[config.mk]
export PLATFORM = sky130hd
export DESIGN_NAME = load_store_unit
export DESIGN_NICKNAME = d
export VERILOG_FILES = /design/src/rtl/load_store_unit.sv
export SDC_FILE = /design/constraint.sdc
export NUM_CORES = 1
export LEC_CHECK = 0
export BUFFER_PORTS_ARGS = -buffer_cell sky130_fd_sc_hd__buf_4
export CELL_PAD_IN_SITES_DETAIL_PLACEMENT = 0
export CELL_PAD_IN_SITES_GLOBAL_PLACEMENT = 2
export CORE_ASPECT_RATIO = 0.75
export CORE_UTILIZATION = 29
export CTS_CLUSTER_SIZE = 24
export DETAILED_ROUTE_END_ITERATION = 6
export GPL_ROUTABILITY_DRIVEN = 0
export PLACE_DENSITY_LB_ADDON = 0.1
export SLEW_MARGIN = 40
export SYNTH_ARGS = -nofsm -noshare
export SYNTH_HDL_FRONTEND = slang
export SYNTH_SLANG_ARGS = --single-unit
[constraint.sdc]
create_clock -name clk -period 2.4 [get_ports clk]
set_input_delay 0.72 -clock clk [delete_from_list [all_inputs] [get_ports clk]]
set_output_delay 0.72 -clock clk [all_outputs]
set_load 0.01 [all_outputs]
[src/rtl/load_store_unit.sv]
// Load/store unit: turns one execute-stage memory operation into a single
// word-aligned data-memory transaction with byte lanes, extension and a bus timeout.
module load_store_unit #(
  parameter int MAX_WAIT = 16
) (
  input  logic        clk,
  input  logic        rst_n,
  input  logic        start,
  input  logic        mem_read,
  input  logic        mem_write,
  input  logic [1:0]  access_sz,
  input  logic        s_us,
  input  logic [31:0] addr,
  input  logic [31:0] wdata,
  output logic        busy,
  output logic        done,
  output logic [31:0] load_data,
  output logic        misalign,
  output logic        err,
  output logic        dmem_req,
  output logic        dmem_we,
  output logic [31:0] dmem_addr,
  output logic [31:0] dmem_wdata,
  output logic [3:0]  dmem_be,
  input  logic        dmem_ready,
  input  logic [31:0] dmem_rdata
);

  localparam int CW = (MAX_WAIT > 1) ? $clog2(MAX_WAIT + 1) : 1;

  typedef enum logic {
    IDLE,
    ACCESS
  } state_t;

  state_t state, state_next;

  logic [CW-1:0] wait_cnt;
  logic [1:0]    sz_q;
  logic [1:0]    lane_q;
  logic          s_us_q;

  logic          aligned;
  logic          one_op;
  logic          accept;
  logic          misalign_ev;
  logic          bad_req;
  logic          timeout;
  logic [3:0]    be_fmt;
  logic [31:0]   wdata_fmt;
  logic [7:0]    byte_sel;
  logic [15:0]   half_sel;
  logic [31:0]   load_ext;

  // Lane placement of the incoming request; loads reuse the same byte enables.
  always_comb begin
    be_fmt    = 4'b1111;
    wdata_fmt = wdata;
    aligned   = 1'b1;
    case (access_sz)
      2'b00: begin
        be_fmt    = 4'b0001 << addr[1:0];
        wdata_fmt = {4{wdata[7:0]}};
        aligned   = 1'b1;
      end
      2'b01: begin
        be_fmt    = addr[1] ? 4'b1100 : 4'b0011;
        wdata_fmt = {2{wdata[15:0]}};
        aligned   = ~addr[0];
      end
      default: begin
        be_fmt    = 4'b1111;
        wdata_fmt = wdata;
        aligned   = (addr[1:0] == 2'b00);
      end
    endcase
  end

  assign one_op      = mem_read ^ mem_write;
  assign accept      = (state == IDLE) && start && one_op && aligned;
  assign misalign_ev = (state == IDLE) && start && one_op && !aligned;
  assign bad_req     = (state == IDLE) && start && mem_read && mem_write;
  assign timeout     = (state == ACCESS) && !dmem_ready &&
                       (wait_cnt == CW'(MAX_WAIT - 1));

  assign busy     = (state == ACCESS);
  assign dmem_req = (state == ACCESS);

  always_ff @(posedge clk or negedge rst_n) begin
    if (!rst_n) state <= IDLE;
    else        state <= state_next;
  end

  always_comb begin
    state_next = state;
    case (state)
      IDLE:    if (accept) state_next = ACCESS;
      ACCESS:  if (dmem_ready || timeout) state_next = IDLE;
      default: state_next = IDLE;
    endcase
  end

  // Extraction of the returned lane using the address captured at start.
  always_comb begin
    byte_sel = dmem_rdata[8*lane_q +: 8];
    half_sel = lane_q[1] ? dmem_rdata[31:16] : dmem_rdata[15:0];
    case (sz_q)
      2'b00:   load_ext = s_us_q ? {24'h0, byte_sel} : {{24{byte_sel[7]}}, byte_sel};
      2'b01:   load_ext = s_us_q ? {16'h0, half_sel} : {{16{half_sel[15]}}, half_sel};
      default: load_ext = dmem_rdata;
    endcase
  end

  always_ff @(posedge clk or negedge rst_n) begin
    if (!rst_n) begin
      wait_cnt   <= '0;
      sz_q       <= 2'b00;
      lane_q     <= 2'b00;
      s_us_q     <= 1'b0;
      dmem_we    <= 1'b0;
      dmem_addr  <= '0;
      dmem_wdata <= '0;
      dmem_be    <= '0;
      load_data  <= '0;
      done       <= 1'b0;
      misalign   <= 1'b0;
      err        <= 1'b0;
    end else begin
      done     <= (state == ACCESS) && dmem_ready;
      misalign <= misalign_ev;
      err      <= bad_req || timeout;

      if (accept) begin
        sz_q       <= access_sz;
        lane_q     <= addr[1:0];
        s_us_q     <= s_us;
        dmem_we    <= mem_write;
        dmem_addr  <= {addr[31:2], 2'b00};
        dmem_wdata <= wdata_fmt;
        dmem_be    <= be_fmt;
      end

      if ((state == ACCESS) && dmem_ready && !dmem_we)
        load_data <= load_ext;

      // Counts cycles already spent waiting; cleared whenever the access ends.
      if ((state == ACCESS) && (state_next == ACCESS))
        wait_cnt <= wait_cnt + CW'(1);
      else
        wait_cnt <= '0;
    end
  end

endmodule

Word-level counts from Yosys, hierarchy flattened
Index checks and enable logic that the tools add are counted.
- $add $sub $neg: 1
- $mul: 0
- div/mod/pow operators: 0
- $lt $le $gt $ge: 0
- equal/unequal tests: 3
- shift operators: 2
- muxes and demuxes: 12
- bitwise gates (word level): 3
- reduce and logical (&&, ||, !) cells: 19
- operator list (operator ; count):
    $pmux 32 s2 ; 2
    $mux 32 ; 2
    $shiftx 32x6->8 ; 1
    $mux 16 ; 1
    $logic_and 1x1->1 ; 11
    $pmux 4 s2 ; 1
    $logic_not 2->1 ; 3
    $add 5x1->5 const B ; 1
    $eq 5x4->1 const B ; 1
    $mux 5 ; 1
    $eq 2x1->1 const B ; 2
    $mux 4 ; 1
    $pmux 1 s2 ; 2
    $shl 1x2->4 const A ; 1
    $logic_not 1->1 ; 3
    $logic_or 1x1->1 ; 2
    $mux 1 ; 2
    $not 1->1 ; 2
    $xor 1x1->1 ; 1
- register bits after elaboration: 113
- latch bits: 0
- bits in writable memories: 0
- ROM bits: 0
- input bits: 105
- output and inout port bits: 106
- memories kept: 0

Depth between registers and ports, before layout
Gate-level depths: netlist of run 1.
- word-level depth: 8
- mapped depth: 6
- gate-level depth less buffers: 6

Worst setup path after synthesis of run 1
OpenSTA, ideal clock, no wires.
- path type: input -> register
- from: in addr[1]
- to: reg dmem_addr[2]
- arrival time: 2.090 ns
- required time: 2.275 ns
- path slack: 0.186 ns
- stages: 4
- path through: or2_4 > a2111oi_4 > buf_4 > mux2_2
- cells in the longest elaborated chain, start to end: 3
- ends and longest elaborated chain (element ; RTL line ; text):
    from (decl) ; 13 ; input logic [31:0] addr,
    $logic_not 2->1 ; 74 ; aligned = (addr[1:0] == 2'b00);
    $pmux 1 s2 ; 60 ; case (access_sz)
    $logic_and 1x1->1 ; 80 ; assign accept = (state == IDLE) && start && one_op && aligned;
    to (signal assigned) ; 138 ; dmem_addr <= {addr[31:2], 2'b00};
    to (decl) ; 22 ; output logic [31:0] dmem_addr,
No other way between the ends.
A chain may end at the register's enable or synchronous reset.

Worst setup path after layout of run 1
- from: in addr[1]
- to: reg dmem_addr[24]
The elaborated chain is that of the path after synthesis.

==> results of run 1 <==
## per-layer routing
metal,GRT usage,routed length (µm),vias up
met2,0.265,7130,143
met1,0.239,7270,2129
li1,-,-,2082
met3,0.0796,1460,17
met4,0.0631,243,0
met5,0,0,-
## registers in the layout, indices dropped and copies added, names as in the netlist, 2 cells and up
| register | flops |
|---|---|
| dmem_addr | 30 |
| dmem_be | 4 |
| dmem_wdata | 32 |
| lane_q | 2 |
| load_data | 32 |
| sz_q | 2 |
| wait_cnt | 5 |
## worst paths after layout
check	end	cells past startpoint	slack [ns]
max	dmem_addr[24]$_DFFE_PN0P_	5	0.36
min	load_data[6]$_DFFE_PN0P_	1	0.25
max reg2reg	dmem_addr[24]$_DFFE_PN0P_	4	0.41
min in group clk	wait_cnt[0]$_DFF_PN0_	1	0.47
min reg2reg	wait_cnt[0]$_DFF_PN0_	1	0.47
max in group asynchronous	load_data[15]$_DFFE_PN0P_	2	1.53
## worst reg2reg max path, stage by stage (launching register included)
cell       delay (ns)
dfrtp_1          0.46
nand2b_1         0.24
a2111oi_4        0.41
buf_12           0.32
mux2_2           0.45
## power by group through the flow
stage | logic, W | registers (W) | clock network (W)
2_1_floorplan | 0.000992 | 0.00315 | 0
4_1_cts | 0.00270 | 0.00293 | 0.00250
3_3_place_gp | 0.00267 | 0.00293 | 0
6_report | 0.00265 | 0.00292 | 0.00243
5_1_grt | 0.00288 | 0.00302 | 0.00260
3_5_place_dp | 0.00270 | 0.00294 | 0
## stage by stage
step / area [µm²] / setup TNS (ns)
final: 7680 / 0
after global routing: 7680 / 0
after CTS: 7680 / 0
after detailed placement: 7110 / -2.05
after global placement: 7110 / 0
after floorplan: 5240 / 0
## area by class of cell
class	instances	area (µm²)
fill	1733	9970
sequential	113	2830
multi-input combinational	313	2190
timing repair buffer	230	1780
clock buffer	23	488
tap	242	303
clock inverter	9	81.3
inverter	5	18.8
## cell usage in the layout (no fill, tap or decap), drive strengths merged, types with 4 or more instances in the layout
cell type	synthesis	final
a221o	6	6
and3	8	8
mux2i	39	39
buf	17	230
nand3	35	35
o32ai	6	6
inv	5	5
a21oi	28	28
dfrtp	113	113
clkbuf	18	23
o21ai	25	25
nor3	4	4
nand2	45	45
nor2b	4	4
mux2	53	53
clkinv	0	5
nor2	27	27
## cell families (layout without fill, tap and decap cells)
family | count (synthesis) | after routing | synth area share
AOI/OAI and AO/OA | 76 | 76 | 0.0928
xor gates and xnor gates | 4 | 4 | 0.00670
adders and majority gates | 2 | 2 | 0.00478
buffers and inverters | 40 | 267 | 0.0435
DFF | 113 | 113 | 0.541
muxes | 92 | 92 | 0.189
other | 1 | 2 | 0.000717
and+or+nand+nor | 137 | 137 | 0.122
==> flow_summary.ini, run 1 <==
[min_path]
hold_path_class = input port to async pin

[worst_setup_path]
critPathLaunchType = input port
arrival_ns = 2.33
cp-end-kind = flip-flop
critPathKind = input port to flip-flop
cp_max_fo = 61
crit_required_ns = 2.69
crit_start = addr[1]
slowest_stage = a2111oi_4
rr_startpoint = busy$_DFF_PN0_
max_stage_delay_ns = 0.46
path_cells = buf_4, or2_4, a2111oi_4, buf_12, mux2_2
cp_top_family = compound AO/OA/AOI/OAI gates
cp_num_buf_inv = 2

[sta]
fin_crit_sh = 0.850
period_minus_slack_ns = 2.04
clock_skew_ns = 0.00755
whs_ns = 0.254
setup_violations = 0
fmax_mhz = 490
slew_violations = 0
fin_ws_ns = 0.359
hold_viol = 0
rsz0062_at_grt = false
worstMarginPinSlew_ns = 0.535
relSlewSlack = 0.643

[synthesis]
synth_most_common_cell = dfrtp_1
synth_area_leaders = dfrtp_1, mux2_2, mux2i_1
yosysWarnings = 0
ys_top_cells_by_count = dfrtp_1, mux2_2, nand2_1
synth_top_area_cell = dfrtp_1
yosys.area.top_type_share = 0.541
syn_area_mm2 = 0.00523
synth_edf_count = 0
ys_seq_elements = 113
synth_seq_area_share = 0.541
synth.distinct_cells = 42
synthesis.instances = 465
ys_dominant_reg_cell = dfrtp_1
postSynth.asyncResetShare = 1.00
avgSynthCellArea_um2 = 11.3

[power_and_ir_drop]
p_seq_frac = 0.365
p_sw_frac = 0.316
p_leak_nw = 3.68
power_switching_w = 0.00253
power_density_mw_per_mm2 = 1040
combPwrFrac = 0.332
cellInternalPower_w = 0.00548
total_power_w = 0.00800
ir_worst_vdd_v = 0.000454
clock_power_share = 0.304

[global_route]
grt_pass1_vias = 4604
grt_pass1_wl_um = 25400
track_usage = 0.182
antenna_found_initial = 0
grt_max_degree = 62
grt_overflow = 0

[floorplanning]
die_area_mm2 = 0.0186
rows = 42
core_area_mm2 = 0.0177
io_pins = 211
initial_core_util = 0.296
die_h_um = 118
dieWidth_um = 157

[clock_tree]
cts_tree = built
htreeDepth = 4
clock_path_buffers = 2
clkSinkCount = 113
cts_setup_buffers = 0
path_clk_slew_ns = 0.06
root_buffer = clkbuf_16
cts_hold_buf = 0
cts_made_buffers = 17
insertion_delay_ns = 0.41
cts_resized = 0

[drt]
routed_wirelength_um = 16100
drt-initial-drc-count = 227
drc_errors = 1
ant_nets = 0
wl_per_cell_um = 17.2
num_vias = 4371
drtPass1Iterations = 7
viasPerCell = 4.67

[placed_design]
io_buffer_count = 208
dp.cells = 903
pre_cts_slack_ns = -0.0710
hpwl_um = 11800

[layout]
utilization = 0.435
area_growth_pct = 46.9
nNetsFinal = 787
stdcell_count = 935
drive_gt1_frac = 0.463
diodes = 0

[status]
outcome = complete, but fails checks
violations = DRC

[run]
drv_cap = 0
Power figures use the tool's default switching activity.
==> run 2: changes to the inputs <==
CORE_ASPECT_RATIO = unset   (was 0.75)
SETUP_SLACK_MARGIN = 0.3   (was unset)
==> run 2 against run 1 <==
  * The flow now finishes without violations
  * Setup slack better by 0.10 ns
  * Combinational power increased by 3%
  * Register-to-register slack gained 0.05 ns
  * Clock skew about the same
  * Total power is 2.3% higher
  * Flip-flop and latch count unchanged
  * Global-route usage fell by 0.79 points
  * First-iteration DRC count is 42% lower
  * Die area about the same
  * Largest power group unchanged
==> flow_summary.ini, run 2 (same netlist as run 1, synthesis figures left out) <==
[floorplanning]
initial_core_util = 0.299
die_h_um = 136
io_pins = 211
dieWidth_um = 136
die_area_mm2 = 0.0186
rows = 48
core_area_mm2 = 0.0175

[sta]
period_minus_slack_ns = 1.94
fin_crit_sh = 0.808
fin_ws_ns = 0.462
hold_viol = 0
slew_violations = 0
fmax_mhz = 516
relSlewSlack = 0.430
setup_violations = 0
worstMarginPinSlew_ns = 0.850
whs_ns = 0.213
rsz0062_at_grt = false
fin_tns_setup_ns = 0
clock_skew_ns = 0.00798

[clock_tree]
cts_tree = built
clock_path_buffers = 2
insertion_delay_ns = 0.41
cts_hold_buf = 0
cts_resized = 0
path_clk_slew_ns = 0.05
cts_made_buffers = 17
root_buffer = clkbuf_16
cts_setup_buffers = 0
htreeDepth = 4
clkSinkCount = 113

[worst_setup_path]
cp_max_fo = 14
critPathLaunchType = flip-flop
rr_startpoint = sz_q[0]$_DFFE_PN0P_
cp-end-kind = flip-flop
arrival_ns = 2.28
critPathKind = flip-flop to flip-flop
crit_required_ns = 2.74
r2r_end = load_data[29]$_DFFE_PN0P_
ff2ff_setup_slack_ns = 0.46
reg2regPathDepth = 5

[drt]
drtPass1Iterations = 4
wl_per_cell_um = 16.8
drc_errors = 0
num_vias = 4300
viasPerCell = 4.66
ant_nets = 0
routed_wirelength_um = 15400
drt-initial-drc-count = 132

[power_and_ir_drop]
power_density_mw_per_mm2 = 1040
total_power_w = 0.00819
p_leak_nw = 3.80
ir_worst_vdd_v = 0.000491

[layout]
biggestRegsByFlops = dmem_wdata (32), load_data (32), dmem_addr (30)
fillerInstances = 1679
nNetsFinal = 791
area_growth_pct = 50.0
most-common-layout-cells = buf_4, dfrtp_1, nand2_1
drive_gt1_frac = 0.463
diodes = 0
layout_commonest_cell = buf_4
design_area_mm2 = 0.00785

[global_route]
grt_pass1_vias = 4549
grt_overflow = 0
grt_pass1_wl_um = 24200
track_usage = 0.174
grt_max_degree = 47
antenna_found_initial = 0

[status]
outcome = completed

[placed_design]
hpwl_um = 11600
pre_cts_slack_ns = 0.0522
io_buffer_count = 208
dpl_cell_area_mm2 = 0.00726

[min_path]
hold_path_class = input port to async pin

[run]
drv_cap = 0
-- run 2: cell type report --
cell class	count	area [µm²]	area share
clock buffer	21	450	0.0574
clock inverter	11	138	0.0175
inverter	5	18.8	0.00239
multi-input combinational	313	2270	0.290
sequential	113	2830	0.360
tap	225	282	0.0359
timing repair buffer	234	1860	0.237
-- run 2: worst max-delay path by stage --
stage,from,to,slack [ns],depth (start not counted)
floorplan,addr[1],dmem_wdata[6]$_DFFE_PN0P_,0.25,4
global placement,addr[1],dmem_wdata[4]$_DFFE_PN0P_,0.06,6
detailed placement,addr[1],dmem_wdata[27]$_DFFE_PN0P_,0.05,6
CTS,sz_q[0]$_DFFE_PN0P_,load_data[27]$_DFFE_PN0P_,0.47,5
global route,sz_q[0]$_DFFE_PN0P_,load_data[30]$_DFFE_PN0P_,0.33,5
finish,sz_q[0]$_DFFE_PN0P_,load_data[29]$_DFFE_PN0P_,0.46,5
-- run 2: through the flow --
| stage | instances | util |
|---|---|---|
| after floorplan | 466 | - |
| after global placement | 890 | 0.415 |
| after detailed placement | 890 | 0.415 |
| after CTS | 922 | 0.449 |
| after global routing | 922 | 0.449 |
| final | 922 | 0.449 |
-- run 2: layer usage --
metal  global-route usage  share of wire  vias to the layer above
li1                     -              -                     2093
met1                0.218           0.43                     2043
met2                0.274           0.47                      145
met3               0.0664          0.082                       19
met4               0.0611          0.016                        0
met5                    0              0                        -
-- run 2: where the power goes --
group          switching [W]  internal [W]
sequential          0.000425       0.00253
combinational        0.00120       0.00152
clock               0.000868       0.00165
total                0.00249       0.00569
-- run 2: critical path: stages (launching register included) --
cell     delay (ns)
dfrtp_1        0.54
or3b_2         0.64
o22ai_1        0.24
o21ai_1        0.16
buf_4          0.21
nand3_1        0.08
==> run 3: changes to the inputs <==
ABC_AREA = 1   (was unset)
CORE_UTILIZATION = 26   (was 29)
clock period = 2 ns   (was 2.4 ns; I/O delays follow)
==> run 3 against run 2 <==
  * Total power is 20% higher
  * Via count grew 16%
  * Cell count up 24%
  * Final area shrank 1.0%
  * First-iteration DRC count up 110%
  * Sequential share of layout area increased by 0.39 points
  * Routed wire length is 11% higher
  * Die area increased by 12%
  * Clock power up 30%
  * Critical path depth down 4
  * Clock skew down 0.0026 ns
  * Critical path type is now flip-flop to primary output
  * Critical endpoint is now dmem_req
  * Largest power group unchanged
==> flow_summary.ini, run 3 <==
[floorplanning]
io_pins = 211
rows = 51
die_h_um = 144
dieWidth_um = 144
die_area_mm2 = 0.0208
initial_core_util = 0.268
core_area_mm2 = 0.0197

[worst_setup_path]
max_stage_delay_ns = 0.44
cp_top_family = flip-flops
cp_max_fo = 6
critPathKind = flip-flop to primary output
reg2regPathDepth = 6
slowest_stage = dfrtp_1
rr_startpoint = sz_q[1]$_DFFE_PN0P_
critPathLaunchType = flip-flop
crit_required_ns = 1.40
cp_num_buf_inv = 1
ff2ff_setup_slack_ns = 0.44
crit_start = busy$_DFF_PN0_
path_cells = buf_4
r2r_end = load_data[21]$_DFFE_PN0P_
cp-end-kind = primary output
arrival_ns = 1.03

[layout]
biggestRegsByFlops = dmem_wdata (32), load_data (32), dmem_addr (30)
most-common-layout-cells = nand2_1, buf_4, dfrtp_1
layout_commonest_cell = nand2_1
utilization = 0.395
drive_gt1_frac = 0.309
area_growth_pct = 47.7
nNetsFinal = 971
diodes = 0

[global_route]
antenna_found_initial = 0
track_usage = 0.172
grt_overflow = 0
grt_pass1_wl_um = 26800
grt_max_degree = 57
grt_pass1_vias = 4941

[synthesis]
syn_area_mm2 = 0.00526
ys_top_cells_by_count = nand2_1, dfrtp_1, a21oi_1
yosysWarnings = 0
synth_seq_area_share = 0.538
synth.distinct_cells = 30
ys_dominant_reg_cell = dfrtp_1
synthesis.instances = 656
ys_seq_elements = 113
synth_most_common_cell = nand2_1
yosys.area.top_type_share = 0.538
synth_top_area_cell = dfrtp_1
postSynth.asyncResetShare = 1.00
synth_edf_count = 0
avgSynthCellArea_um2 = 8.01
synth_area_leaders = dfrtp_1, nand2_1, a21oi_1

[sta]
setup_violations = 0
hold_viol = 0
relSlewSlack = 0.560
worstMarginPinSlew_ns = 0.656
slew_violations = 0
fin_ws_ns = 0.375
period_minus_slack_ns = 1.63
fmax_mhz = 615
whs_ns = 0.0346
fin_tns_setup_ns = 0
fin_crit_sh = 0.813
clock_skew_ns = 0.00537
rsz0062_at_grt = false

[clock_tree]
clkSinkCount = 113
cts_made_buffers = 17
insertion_delay_ns = 0.42
clock_path_buffers = 2
htreeDepth = 4
cts_tree = built
root_buffer = clkbuf_16
path_clk_slew_ns = 0.05

[placed_design]
pre_cts_slack_ns = 0.126
io_buffer_count = 208
hpwl_um = 12300

[min_path]
hold_path_class = input port to async pin

[drt]
drtPass1Iterations = 4
ant_nets = 0
viasPerCell = 4.37
drc_errors = 0
routed_wirelength_um = 17100
drt-initial-drc-count = 279
wl_per_cell_um = 14.9
num_vias = 4996

[power_and_ir_drop]
ir_worst_vdd_v = 0.000677
power_density_mw_per_mm2 = 1260
p_leak_nw = 4.11

[run]
drv_cap = 0

[status]
outcome = completed
## run 3: logic make-up (layout without fill, tap and decap cells)
| group | Yosys count | count (layout) | synth area share |
|---|---|---|---|
| AO/OA/AOI/OAI | 123 | 123 | 0.121 |
| other | 1 | 2 | 0.000713 |
| adder cells (fa/ha/maj) | 2 | 2 | 0.00476 |
| XOR/XNOR | 1 | 1 | 0.00167 |
| flip-flops | 113 | 113 | 0.538 |
| buffers and inverters | 74 | 294 | 0.0738 |
| AND/OR/NAND/NOR | 342 | 342 | 0.260 |
## run 3: cell type report
type / instances / area (µm²)
fillers: 2112 / 11900
flip-flops and latches: 113 / 2830
multi-input cells: 470 / 2050
repair buffers: 227 / 1780
clock buffers: 23 / 478
well taps: 265 / 332
clock inverters: 9 / 154
inverters: 35 / 136
## run 3: layer usage
layer	part of all wire	routed length, µm	track usage
met5	0	0	0
met4	0.015	257	0.0687
met3	0.083	1420	0.0652
met2	0.47	7940	0.264
met1	0.44	7450	0.217
## run 3: repair_timing
item / CTS / global route
resized for setup: 0 / 3
endpoints found under the hold margin: 0 / 0
setup buffers: 0 / 0
hold buffers: 0 / 0
setup endpoints to repair: 0 / 17
## run 3: worst max path at each step
stage                                 end  slack (ns)  cells after the start
6_report                         dmem_req        0.37                      1
5_1_grt             wait_cnt[2]$_DFF_PN0_        0.31                      7
3_3_place_gp   dmem_wdata[27]$_DFFE_PN0P_        0.17                      7
2_1_floorplan      dmem_be[0]$_DFFE_PN0P_        0.43                      9
4_1_cts          load_data[9]$_DFFE_PN0P_        0.33                      9
3_5_place_dp   dmem_wdata[31]$_DFFE_PN0P_        0.13                      7
## run 3: per-stage QoR
stage | instances | area (µm²) | total power [W]
after floorplan | 657 | 5260 | 0.00490
after global placement | 1110 | 7130 | 0.00659
after detailed placement | 1110 | 7130 | 0.00663
after CTS | 1142 | 7760 | 0.00996
after global routing | 1142 | 7760 | 0.0105
final | 1142 | 7760 | 0.00980
## run 3: where the power goes
| group | leakage [nW] | total (W) | internal (W) | switching, W |
|---|---|---|---|---|
| Clock | 0.303 | 0.00327 | 0.00218 | 0.00109 |
| Combinational | 2.41 | 0.00310 | 0.00149 | 0.00161 |
| Sequential | 1.40 | 0.00343 | 0.00300 | 0.000434 |
